**src/rtl/pulse_train_sequencer_pkg.sv**
```systemverilog
// pulse_seq_pkg: FSM states, LA bit indices and config-word layout for the pulse train sequencer
package pulse_seq_pkg;
  typedef enum logic [1:0] {IDLE, HIGH, LOW} state_e;
  localparam int LA_W  = 5;
  localparam int DATA  = 0;
  localparam int SHIFT = 1;
  localparam int START = 2;
  localparam int ABORT = 3;
  localparam int CONT  = 4;
  localparam int COUNT_LSB = 0;
  function automatic int high_lsb(input int num_w);
    return num_w;
  endfunction
  function automatic int period_lsb(input int cnt_w, input int num_w);
    return num_w + cnt_w;
  endfunction
  function automatic int sr_width(input int cnt_w, input int num_w);
    return 2 * cnt_w + num_w;
  endfunction
endpackage

```
**src/rtl/pulse_train_sequencer_if.sv**
```systemverilog
// pulse_train_sequencer_if: LA control inputs and pulse/status outputs of the sequencer
interface pulse_train_sequencer_if #(parameter int NUM_W = 8);
  logic [4:0]       la_data_in;
  logic [4:0]       la_oenb;
  logic             pulse_o;
  logic             busy_o;
  logic             done_o;
  logic             err_o;
  logic [NUM_W-1:0] remain_o;
  modport master(output la_data_in, la_oenb, input pulse_o, busy_o, done_o, err_o, remain_o);
  modport slave(input la_data_in, la_oenb, output pulse_o, busy_o, done_o, err_o, remain_o);
endinterface

```
**src/rtl/pulse_train_sequencer_la_edge_det.sv**
```systemverilog
// la_edge_det: masks one LA bit with its output-enable-bar and strobes on its rising edge
module la_edge_det (
  input  logic clk_i,
  input  logic rst_i,
  input  logic d_i,
  input  logic oenb_i,
  output logic rise_o
);
  logic eff, prev_q;
  assign eff    = d_i & ~oenb_i;
  assign rise_o = eff & ~prev_q;
  // remember last cycle's effective level
  always_ff @(posedge clk_i) prev_q <= rst_i ? 1'b0 : eff;
endmodule

```
**src/rtl/pulse_train_sequencer.sv**
```systemverilog
// pulse_train_sequencer: serially loaded pulse-train generator driven by LA bits; PULSE_SEQ_CONT_EN enables continuous mode
module pulse_train_sequencer
  import pulse_seq_pkg::*;
#(
  parameter int CNT_W = 16,
  parameter int NUM_W = 8
) (
  input logic wb_clk_i,
  input logic wb_rst_i,
  pulse_train_sequencer_if.slave la_if
);
  localparam int SR_W = sr_width(CNT_W, NUM_W);
  logic             shift_rise, start_rise, data_eff, abort_eff, cont_in, cont_act, cfg_ok, load;
  logic [SR_W-1:0]  sr_q;
  logic [CNT_W-1:0] cfg_per, cfg_high, per_q, high_q, cnt_q, cnt_d;
  logic [NUM_W-1:0] cfg_cnt, remain_q, remain_d;
  logic             err_q, err_d, done_q, done_d;
  state_e           state_q, state_d;

  la_edge_det u_shift (.clk_i(wb_clk_i), .rst_i(wb_rst_i), .d_i(la_if.la_data_in[SHIFT]),
                       .oenb_i(la_if.la_oenb[SHIFT]), .rise_o(shift_rise));
  la_edge_det u_start (.clk_i(wb_clk_i), .rst_i(wb_rst_i), .d_i(la_if.la_data_in[START]),
                       .oenb_i(la_if.la_oenb[START]), .rise_o(start_rise));

  assign data_eff  = la_if.la_data_in[DATA] & ~la_if.la_oenb[DATA];
  assign abort_eff = la_if.la_data_in[ABORT] & ~la_if.la_oenb[ABORT];
  assign cfg_per   = sr_q[period_lsb(CNT_W, NUM_W) +: CNT_W];
  assign cfg_high  = sr_q[high_lsb(NUM_W) +: CNT_W];
  assign cfg_cnt   = sr_q[COUNT_LSB +: NUM_W];
  assign cfg_ok    = cfg_high != '0 && cfg_per > cfg_high && (cfg_cnt != '0 || cont_in);

`ifdef PULSE_SEQ_CONT_EN
  logic cont_q;
  assign cont_in  = la_if.la_data_in[CONT] & ~la_if.la_oenb[CONT];
  assign cont_act = cont_q;
  // continuous mode is fixed for the whole run at start
  always_ff @(posedge wb_clk_i) cont_q <= wb_rst_i ? 1'b0 : load ? cont_in : cont_q;
`else
  logic unused_cont;
  assign unused_cont = la_if.la_data_in[CONT] ^ la_if.la_oenb[CONT];
  assign cont_in     = 1'b0;
  assign cont_act    = 1'b0;
`endif

  // config shift register, independent of any running train
  always_ff @(posedge wb_clk_i) begin
    if (wb_rst_i) sr_q <= '0;
    else if (shift_rise) sr_q <= {sr_q[SR_W-2:0], data_eff};
  end

  // next state, phase counter, remaining count and status
  always_comb begin
    state_d  = state_q;
    cnt_d    = cnt_q == '0 ? cnt_q : cnt_q - CNT_W'(1);
    remain_d = remain_q;
    err_d    = err_q;
    done_d   = 1'b0;
    load     = 1'b0;
    case (state_q)
      IDLE: if (start_rise) begin
        err_d = ~cfg_ok;
        if (cfg_ok) begin
          load     = 1'b1;
          state_d  = HIGH;
          cnt_d    = cfg_high - CNT_W'(1);
          remain_d = cfg_cnt;
        end
      end
      HIGH: if (cnt_q == '0) begin
        state_d = LOW;
        cnt_d   = per_q - high_q - CNT_W'(1);
      end
      LOW: if (cnt_q == '0) begin
        if (remain_q > NUM_W'(1) || cont_act) begin
          state_d  = HIGH;
          cnt_d    = high_q - CNT_W'(1);
          remain_d = cont_act ? remain_q : remain_q - NUM_W'(1);
        end else begin
          state_d = IDLE;
          done_d  = 1'b1;
        end
      end
      default: state_d = IDLE;
    endcase
    if (abort_eff) begin
      state_d  = IDLE;
      cnt_d    = cnt_q;
      remain_d = remain_q;
      err_d    = err_q;
      done_d   = 1'b0;
      load     = 1'b0;
    end
  end

  // state and datapath registers
  always_ff @(posedge wb_clk_i) begin
    if (wb_rst_i) begin
      state_q  <= IDLE;
      cnt_q    <= '0;
      remain_q <= '0;
      err_q    <= 1'b0;
      done_q   <= 1'b0;
      per_q    <= '0;
      high_q   <= '0;
    end else begin
      state_q  <= state_d;
      cnt_q    <= cnt_d;
      remain_q <= remain_d;
      err_q    <= err_d;
      done_q   <= done_d;
      per_q    <= load ? cfg_per : per_q;
      high_q   <= load ? cfg_high : high_q;
    end
  end

  assign la_if.pulse_o  = state_q == HIGH;
  assign la_if.busy_o   = state_q != IDLE;
  assign la_if.done_o   = done_q;
  assign la_if.err_o    = err_q;
  assign la_if.remain_o = remain_q;
endmodule

```
**src/flat_wrapper.sv**
```systemverilog
// flat-port wrapper written by rule: the top's interface ports become plain ports
module pulse_train_sequencer_flat import pulse_seq_pkg::*;
#(
  parameter int CNT_W = 16,
  parameter int NUM_W = 8
)
  (wb_clk_i, wb_rst_i, la_if_la_data_in, la_if_la_oenb, la_if_pulse_o, la_if_busy_o, la_if_done_o, la_if_err_o, la_if_remain_o);
  pulse_train_sequencer_if #(.NUM_W(NUM_W)) la_if_i ();
  input logic wb_clk_i;
  input logic wb_rst_i;
  input wire logic [$bits(la_if_i.la_data_in)-1:0] la_if_la_data_in;
  input wire logic [$bits(la_if_i.la_oenb)-1:0] la_if_la_oenb;
  output wire logic [$bits(la_if_i.pulse_o)-1:0] la_if_pulse_o;
  output wire logic [$bits(la_if_i.busy_o)-1:0] la_if_busy_o;
  output wire logic [$bits(la_if_i.done_o)-1:0] la_if_done_o;
  output wire logic [$bits(la_if_i.err_o)-1:0] la_if_err_o;
  output wire logic [$bits(la_if_i.remain_o)-1:0] la_if_remain_o;
  assign la_if_i.la_data_in = la_if_la_data_in;
  assign la_if_i.la_oenb = la_if_la_oenb;
  assign la_if_pulse_o = la_if_i.pulse_o;
  assign la_if_busy_o = la_if_i.busy_o;
  assign la_if_done_o = la_if_i.done_o;
  assign la_if_err_o = la_if_i.err_o;
  assign la_if_remain_o = la_if_i.remain_o;
  pulse_train_sequencer #(.CNT_W(CNT_W), .NUM_W(NUM_W)) u_core (.wb_clk_i(wb_clk_i), .wb_rst_i(wb_rst_i), .la_if(la_if_i));
endmodule
```
**config.mk**
```make
export PLATFORM = sky130hd
export DESIGN_NAME = pulse_train_sequencer_flat
export DESIGN_NICKNAME = d
export VERILOG_FILES = /design/src/rtl/pulse_train_sequencer_pkg.sv /design/src/rtl/pulse_train_sequencer_if.sv /design/src/rtl/pulse_train_sequencer_la_edge_det.sv /design/src/rtl/pulse_train_sequencer.sv /design/src/flat_wrapper.sv
export SDC_FILE = /design/constraint.sdc
export NUM_CORES = 1
export LEC_CHECK = 0
export CORE_MARGIN = 1.5
export CORE_UTILIZATION = 40
export DETAILED_ROUTE_END_ITERATION = 12
export GPL_TIMING_DRIVEN = 0
export SLEW_MARGIN = 5
export SYNTH_ARGS = -nofsm -noshare
export SYNTH_HDL_FRONTEND = slang
export SYNTH_SLANG_ARGS = --single-unit
```
**constraint.sdc**
```tcl
create_clock -name wb_clk_i -period 5.7 [get_ports wb_clk_i]
set_input_delay 1.71 -clock wb_clk_i [delete_from_list [all_inputs] [get_ports wb_clk_i]]
set_output_delay 1.71 -clock wb_clk_i [all_outputs]
set_load 0.02 [all_outputs]
```
# Word level (Yosys, flattened, before mapping)
# Cells that the tools add are included.
totals:
  regBits: 102
  input_bits: 12
  output_inout_bits: 12
  elab_cells: 77
classes:
  n_addsub: 6
  order_cmp: 2
  n_eq_ne: 7
  n_mux: 23
  bitwise_logic: 16
  n_reduce_logical: 13
ops:
  columns: ["operator", "count"]
  rows:
  - ["two-way mux 16 bit", 6]
  - ["subtractor 16 x 1 -> 16 bit, second input constant", 4]
  - ["one-hot mux 16 bit (3 select lines)", 1]
  - ["two-way mux 8 bit", 4]
  - ["> comparator 16 bit", 1]
  - ["zero test 16 bit", 1]
  - ["one-hot mux 8 bit (2 select lines)", 1]
  - ["nonzero test 16 bit", 1]
  - ["subtractor 16 bit", 1]
  - ["inequality test 2 x 1 -> 1 bit, second input constant", 5]
  - ["inverter 1 bit", 10]
  - ["> comparator 8 x 1 -> 1 bit, second input constant", 1]
  - ["two-way mux 2 bit", 4]
  - ["nonzero test 8 bit", 1]
  - ["subtractor 8 x 1 -> 8 bit, second input constant", 1]
  - ["bitwise AND 1 bit", 6]
  - ["two-way mux 1 bit", 6]
  - ["one-hot mux 2 bit (3 select lines)", 1]
  - ["AND reduction 6 bit", 1]
  - ["AND reduction 4 bit", 1]
  - ["nonzero test 2 bit", 2]
  - ["OR reduction 4 bit", 1]
  - ["AND reduction 3 bit", 1]
  - ["equality test 2 x 1 -> 1 bit, second input constant", 1]
  - ["4 further kinds", 5]

# Longest topological paths before layout
# Gate-level depths: netlist (run 1).
logic_depth:
  word_depth: 7
  depth_mapped: 12
  ltp_nobuf: 11

# By module
# Synthesis (run 1) repeated with hierarchy kept, for this count alone.
hier_totals:
  cells_unflattened: 763
  hier_area_um2: 6309.8
modules_own_cells:
  columns: ["module", "instances", "cells_per_inst", "area_per_inst_um2", "seq_area_each_um2"]
  rows:
  - ["pulse_train_sequencer", 1, 757, 6239.7, 2001.9]
  - ["la_edge_det", 2, 3, 35.0, 20.0]

# Worst setup path before layout (run 1)
# OpenSTA, ideal clock, no wires.
synth_path:
  path_kind: "input -> register"
  start: "in la_if_la_oenb[2]"
  end: "reg u_core.high_q[6]"
  setup_ns: 0.070
  t_arrival_ns: 3.503
  required_time_ns: 5.630
  slack_ns: 2.126
  cell_stages: 7
  n_path_buf: 1
  path_cell_list: "or3b_2 -> a211oi_1 -> o211ai_1 -> nor3_1 -> clkbuf_1 -> nand2_1 -> a21oi_1"
synth_between:
  elab_chain_cells: 6
synth_rtl:
  columns: ["item", "line", "source"]
  rows:
  - ["start: declaration", "flat_wrapper.sv:12", "input wire logic [$bits(la_if_i.la_oenb)-1:0] la_if_la_oenb;"]
  - ["inverter 1 bit", "pulse_train_sequencer_la_edge_det.sv:10", "assign eff = d_i & ~oenb_i;"]
  - ["bitwise AND 1 bit", "pulse_train_sequencer_la_edge_det.sv:10", null]
  - ["bitwise AND 1 bit", "pulse_train_sequencer_la_edge_det.sv:11", "assign rise_o = eff & ~prev_q;"]
  - ["two-way mux 1 bit", "pulse_train_sequencer.sv:60", "IDLE: if (start_rise) begin"]
  - ["two-way mux 1 bit", "pulse_train_sequencer.sv:59", "case (state_q)"]
  - ["two-way mux 1 bit", "pulse_train_sequencer.sv:85", "if (abort_eff) begin"]
  - ["end signal: assignment", "pulse_train_sequencer.sv:112", "high_q <= load ? cfg_high : high_q;"]
  - ["end: declaration", "pulse_train_sequencer.sv:15", "logic [CNT_W-1:0] cfg_per, cfg_high, per_q, high_q, cnt_q, cnt_d;"]
# No other way between the ends.
# A chain may end at the register's enable or synchronous reset.

# Final worst setup path (run 1)
layout_path:
  start: "in la_if_la_data_in[2]"
  end: "reg u_core.per_q[3]"
layout_between:
  elab_chain_cells: 5
layout_rtl:
  columns: ["item", "line", "source"]
  rows:
  - ["start: declaration", "flat_wrapper.sv:11", "input wire logic [$bits(la_if_i.la_data_in)-1:0] la_if_la_data_in;"]
  - ["bitwise AND 1 bit", "pulse_train_sequencer_la_edge_det.sv:10", null]
  - ["bitwise AND 1 bit", "pulse_train_sequencer_la_edge_det.sv:11", null]
  - ["two-way mux 1 bit", "pulse_train_sequencer.sv:60", null]
  - ["two-way mux 1 bit", "pulse_train_sequencer.sv:59", null]
  - ["two-way mux 1 bit", "pulse_train_sequencer.sv:85", null]
  - ["end signal: assignment", "pulse_train_sequencer.sv:111", "per_q <= load ? cfg_per : per_q;"]
  - ["end: declaration", "pulse_train_sequencer.sv:15", null]
# No other way between the ends.

==> impl_metrics.ini, run 1 <==
[die]
fp.dieW_um = 131
die-height_um = 131
coreArea_um2 = 15900
die-area_um2 = 17100
num_rows = 46
start_util_pct = 41.0
io_pins = 24

[drt]
post_drt_wl_per_cell_um = 18.2
drt-total-wl_um = 20700
drc = 0
vias = 6520
drtIter0Drc = 575
vias_per_cell = 5.73
postRouteAntennaNets = 0
firstDrtPassIters = 6

[grt]
antenna_found_initial = 0
grt_overflow = 0
grt_max_degree = 17
grt_pass1_wl_um = 32700
grt_pass1_vias = 5897
grt_util_all_layers_pct = 25.3

[worst_hold_path]
hold_class = flip-flop to flip-flop

[flow_run]
maxCapViolCount = 0

[sta]
worstMarginPinSlew_ps = 1210
tns_ps = 0
timing.final.crit_period_ps = 4290
whs_ps = 463
max-slew-margin-rel_pct = 18.4
setup-violations-final = 0
hold_viol_final = 0
fmax_mhz = 233
final_max_slew_viol_count = 0
rsz0062_at_grt = false
fin_crit_sh_pct = 75.2
skew_ps = 13.2

[logic_synthesis]
yosysWarnings = 0
synth_top_area_share_pct = 31.3
synth_most_common_cell = nand2_1
synthDistinctLibCells = 72
ys_ff_latch = 102
seq_area_frac_synth_pct = 31.3
synth_common_cells = 184 x nand2_1, 107 x a21oi_1, 102 x dfxtp_1, 48 x nor2_1, 47 x inv_1
syn_nets = 938
avgSynthCellArea_um2 = 7.36
synth_edf_count = 0
async_reset_ff_share_pct = 0
dominantRegCellSynth = dfxtp_1
synth_top_cell_by_area = dfxtp_1
synthCells = 887
synth_area_um2 = 6530
synth_area_leaders = dfxtp_1 31%, nand2_1 11%, a21oi_1 8.2%, ha_1 7.3%, xnor2_1 3.9%

[clock_tree]
clk_latency_ps = 360
ctsResizeCount = 0
clk_pin_slew_ps = 70
htreeDepth = 3
clockRootBuffer = clkbuf_16
cts_buffers = 9
hold_buffers = 0
cts_tree = yes
clock_sinks = 102
cts_setup_buffers = 0
clock_path_buffers = 2

[placed_design]
place_congestion = 0.933
place.port_buffers = 20
dp_hpwl_um = 15900
dpl.cell_count = 1123

[layout]
area_growth_pct = 11.9
fin_nets = 969
final_cells = 1138
n_antenna_cell = 0
drive_gt1_share_pct = 4.45

[setup_path]
end_kind = flip-flop
critical_path_buf_inv_count = 2
crit_fanout = 10
crit_slowest_cell = nor3_1
worst-setup-path-type = primary input to flip-flop
required_ps = 5980
cp_top_family = simple AND/OR/NAND/NOR gates
path_cells = clkdlybuf4s50_1 > or3b_2 > a211oi_1 > o211ai_1 > nor3_1 > clkbuf_1 > nand2_1 > a21oi_1
arrival_ps = 4570
start_kind = primary input
slowest_delay_ps = 560

[power_and_ir_drop]
peakVddDrop_mv = 0.189
finalPower_mw = 1.62
cellPowerDensity_nw_per_um2 = 221
leakage_nw = 2.57

[run_status]
status = finished, final reports clean
[kinds of logic after synthesis]
logic type                 after synthesis  synth area share (%)
AOI/OAI and AO/OA                      235                  22.9
xor gates and xnor gates                39                  5.23
adders and majority gates               40                  7.74
buffers and inverters                   96                  5.71
DFF                                    102                  31.3
muxes                                    1                 0.153
and+or+nand+nor                        374                  27.0
[worst paths after layout]
| path | slack (ps) | to | cells after the start | from |
|---|---|---|---|---|
| worst min-delay path | 460 | u_core.per_q[7]$_SDFFE_PP0P_ | 2 | u_core.per_q[7]$_SDFFE_PP0P_ |
| worst min register to register | 460 | u_core.per_q[7]$_SDFFE_PP0P_ | 2 | u_core.per_q[7]$_SDFFE_PP0P_ |
| worst max-delay path | 1410 | u_core.per_q[3]$_SDFFE_PP0P_ | 8 | la_if_la_data_in[2] |
| worst max register to register | 1950 | u_core.cnt_q[1]$_SDFFE_PP0N_ | 11 | u_core.sr_q[14]$_SDFFE_PP0P_ |
[metrics by stage]
stage          setup slack (ps)  instance area, um2  util, %
2_1_floorplan              2130                6530        -
3_3_place_gp               1030                7000     43.9
3_5_place_dp               1030                7000     43.9
4_1_cts                    1390                7300     45.8
5_1_grt                    1180                7300     45.8
6_report                   1410                7300     45.8
[power breakdown]
group          switching, mW  internal [mW]
sequential            0.0242          0.731
clock                  0.288          0.353
combinational          0.140         0.0816
[area by class of cell]
class | count | area [um2]
clock inverters | 4 | 55.1
repair buffers | 20 | 200
clock buffers | 11 | 243
flip-flops and latches | 102 | 2040
fillers | 1699 | 8640
well taps | 216 | 270
inverters | 47 | 176
plain buffers | 49 | 196
multi-input cells | 689 | 4120
[layer usage]
| layer | up-vias | wire [um] | track usage (%) |
|---|---|---|---|
| met5 | - | 0 | 0 |
| met4 | 0 | 550 | 7.76 |
| met3 | 40 | 1600 | 5.25 |
| met2 | 259 | 8750 | 37.8 |
| met1 | 3002 | 9760 | 36.6 |
| li1 | 3219 | - | - |
[flip-flops by register name (all words and copies together) (netlist names)]
| signal | flops |
|---|---|
| u_core.high_q | 16 |
| u_core.la_if.remain_o | 8 |
| u_core.sr_q | 40 |
| u_core.cnt_q | 16 |
| u_core.per_q | 16 |
| u_core.state_q | 2 |
| u_core.u_start.prev_q | 1 |
| u_core.la_if.done_o | 1 |
| u_core.u_shift.prev_q | 1 |
| u_core.la_if.err_o | 1 |
[worst min-delay path: cells and delay by family (launching register included)]
| family | cells | cell delay [ps] |
|---|---|---|
| flops | 1 | 320 |
| compound gates | 1 | 50 |
| simple gates | 1 | 50 |
[placed cells by master (no fill, tap or decap), types with 3 or more instances in the layout]
master and instances:
ha_1 38, or2_2 4, o311a_1 3, clkbuf_1 44
clkdlybuf4s50_1 20, nor4_1 17, a21o_1 6, xor2_1 10
nor2_1 48, nor2b_1 5, a31oi_1 10, or4_1 8
xnor2_1 29, and2_1 4, clkbuf_16 9, buf_2 4
a221oi_1 7, nor4_2 3, nand3_1 29, a21oi_1 107
nand4_1 9, nor3_1 24, o21ai_0 29, and3_1 8
or3_1 6, nand2_1 184, o311ai_0 5, nor3b_1 5
nand2b_1 9, inv_1 47, o21a_1 5, a211oi_1 8
dfxtp_1 102, o2111ai_1 5, o211ai_1 10, o31ai_1 8
No activity file was read; power rests on OpenSTA's default activity.
==> run 2: changes to the inputs <==
==> constraint.sdc (replaced) <==
create_clock -name wb_clk_i -period 3.7 [get_ports wb_clk_i]
set_input_delay 1.11 -clock wb_clk_i [delete_from_list [all_inputs] [get_ports wb_clk_i]]
set_output_delay 1.11 -clock wb_clk_i [all_outputs]
set_load 0.02 [all_outputs]
==> run 2 against run 1 <==
Combinational power is 55% higher; clock skew hardly changed; flip-flop and latch count is the same; critical path type unchanged; critical endpoint is now u_core.cnt_q[1]$_SDFFE_PP0N_.
==> impl_metrics.ini, run 2 (synthesis results as in run 1) <==
[run_status]
status = finished, final reports clean

[clock_tree]
htreeDepth = 3
cts_tree = yes
clock_path_buffers = 2
clockRootBuffer = clkbuf_16
clk_pin_slew_ps = 80
clock_sinks = 102
cts_buffers = 9
clk_latency_ps = 360

[drt]
drtIter0Drc = 630
vias = 6494
postRouteAntennaNets = 0
post_drt_wl_per_cell_um = 18.1
vias_per_cell = 5.70
drc = 0
firstDrtPassIters = 7
drt-total-wl_um = 20600

[grt]
grt_pass1_vias = 5899
grt_pass1_wl_um = 32800
grt_util_all_layers_pct = 25.4
grt_overflow = 0
grt_max_degree = 17
antenna_found_initial = 0

[layout]
fin_area_um2 = 7320
n_antenna_cell = 0
fill_cells = 1701
final_core_util_pct = 45.9
fin_nets = 970
final_cell_mix = 184 x nand2_1, 107 x a21oi_1, 102 x dfxtp_1
mostFrequentLayoutCell = nand2_1
area_growth_pct = 12.1
drive_gt1_share_pct = 4.77
largest_register = u_core.sr_q
largest_register_ffs = 40

[setup_path]
rr_endpoint = u_core.cnt_q[1]$_SDFFE_PP0N_
arrival_ps = 3920
crit_slowest_cell = clkdlybuf4s50_1
reg2reg_from = u_core.sr_q[14]$_SDFFE_PP0P_
ff2ff_setup_slack_ps = 160
crit_fanout = 7
path_cells = clkdlybuf4s50_1 > or3b_2 > nor2_1 > nand2_1 > nor2_1 > nand2_1 > o21a_1 > a221oi_1
end_kind = flip-flop
start_kind = primary input
required_ps = 3970
reg2reg_depth = 11
slowest_delay_ps = 490
worst-setup-path-type = primary input to flip-flop

[sta]
whs_ps = 462
hold_viol_final = 0
setup-violations-final = 0
fmax_mhz = 274
timing.final.crit_period_ps = 3660
rsz0062_at_grt = false
max-slew-margin-rel_pct = 15.9
fin_crit_sh_pct = 98.8
skew_ps = 13.0
final_max_slew_viol_count = 0
worstMarginPinSlew_ps = 1250

[worst_hold_path]
hp-start = u_core.per_q[5]$_SDFFE_PP0P_
hold_end = u_core.per_q[5]$_SDFFE_PP0P_
hold_class = flip-flop to flip-flop
hold-path-cell-count = 2

[die]
num_rows = 46
coreArea_um2 = 15900
die-height_um = 131
die-area_um2 = 17100
start_util_pct = 41.0
fp.dieW_um = 131
io_pins = 24

[power_and_ir_drop]
leakage_nw = 2.58
peakVddDrop_mv = 0.294
cellPowerDensity_nw_per_um2 = 341

[flow_run]
maxCapViolCount = 0

[placed_design]
place_congestion = 0.933
placed_cell_area_um2 = 7000
dp_hpwl_um = 15900
place.port_buffers = 20
[run 2: worst max-delay path, delay by kind of cell]
| family | cells | cell delay, ps |
|---|---|---|
| buf+inv | 1 | 490 |
| simple gates | 5 | 1760 |
| compound gates | 2 | 550 |
[run 2: area by class of cell]
class | instances | area (um2) | area share, %
buffer | 49 | 198 | 2.70
clock buffer | 11 | 243 | 3.32
clock inverter | 4 | 55.1 | 0.752
inverter | 47 | 176 | 2.41
multi-input combinational | 689 | 4130 | 56.4
sequential | 102 | 2040 | 27.9
tap | 216 | 270 | 3.69
timing repair buffer | 21 | 208 | 2.84
[run 2: per-layer routing]
metal / part of all wire [%] / GRT usage [%] / wire length [um] / up-vias
met5: 0 / 0 / 0 / -
met4: 2.5 / 7.76 / 524 / 0
met3: 6.6 / 5.25 / 1360 / 33
met2: 43 / 37.8 / 8830 / 229
met1: 48 / 36.7 / 9930 / 3009
li1: - / - / - / 3223
[run 2: worst max path at each step]
stage / startpoint / to
6_report: la_if_la_data_in[2] / u_core.cnt_q[1]$_SDFFE_PP0N_
5_1_grt: u_core.sr_q[14]$_SDFFE_PP0P_ / u_core.per_q[3]$_SDFFE_PP0P_
4_1_cts: u_core.sr_q[19]$_SDFFE_PP0P_ / u_core.cnt_q[15]$_SDFFE_PP0N_
3_5_place_dp: la_if_la_data_in[2] / u_core.per_q[3]$_SDFFE_PP0P_
3_3_place_gp: la_if_la_data_in[2] / u_core.high_q[13]$_SDFFE_PP0P_
2_1_floorplan: la_if_la_oenb[2] / u_core.high_q[6]$_SDFFE_PP0P_
[run 2: through the flow]
stage / std cells / power, mW / setup TNS, ps / setup slack, ps
3_5_place_dp: 1123 / 1.52 / -10150 / -371
5_1_grt: 1139 / 2.59 / 0 / 40.1
2_1_floorplan: 887 / 1.43 / 0 / 726
6_report: 1139 / 2.49 / 0 / 44.7
3_3_place_gp: 1123 / 1.52 / -10220 / -374
4_1_cts: 1138 / 2.50 / 0 / 15.2
[run 2: what timing repair did]
action,in CTS,in global routing
endpoints found under the hold margin,0,0
setup buffers,0,1
hold buffers,0,0
pin swaps,0,1
setup endpoints to repair,3,41
resized for setup,1,2
[run 2: report_power, final]
group,leakage (nW),switching (mW),internal [mW]
sequential,0.825,0.0362,1.13
clock,0.142,0.444,0.544
combinational,1.61,0.217,0.126
total,2.58,0.697,1.80
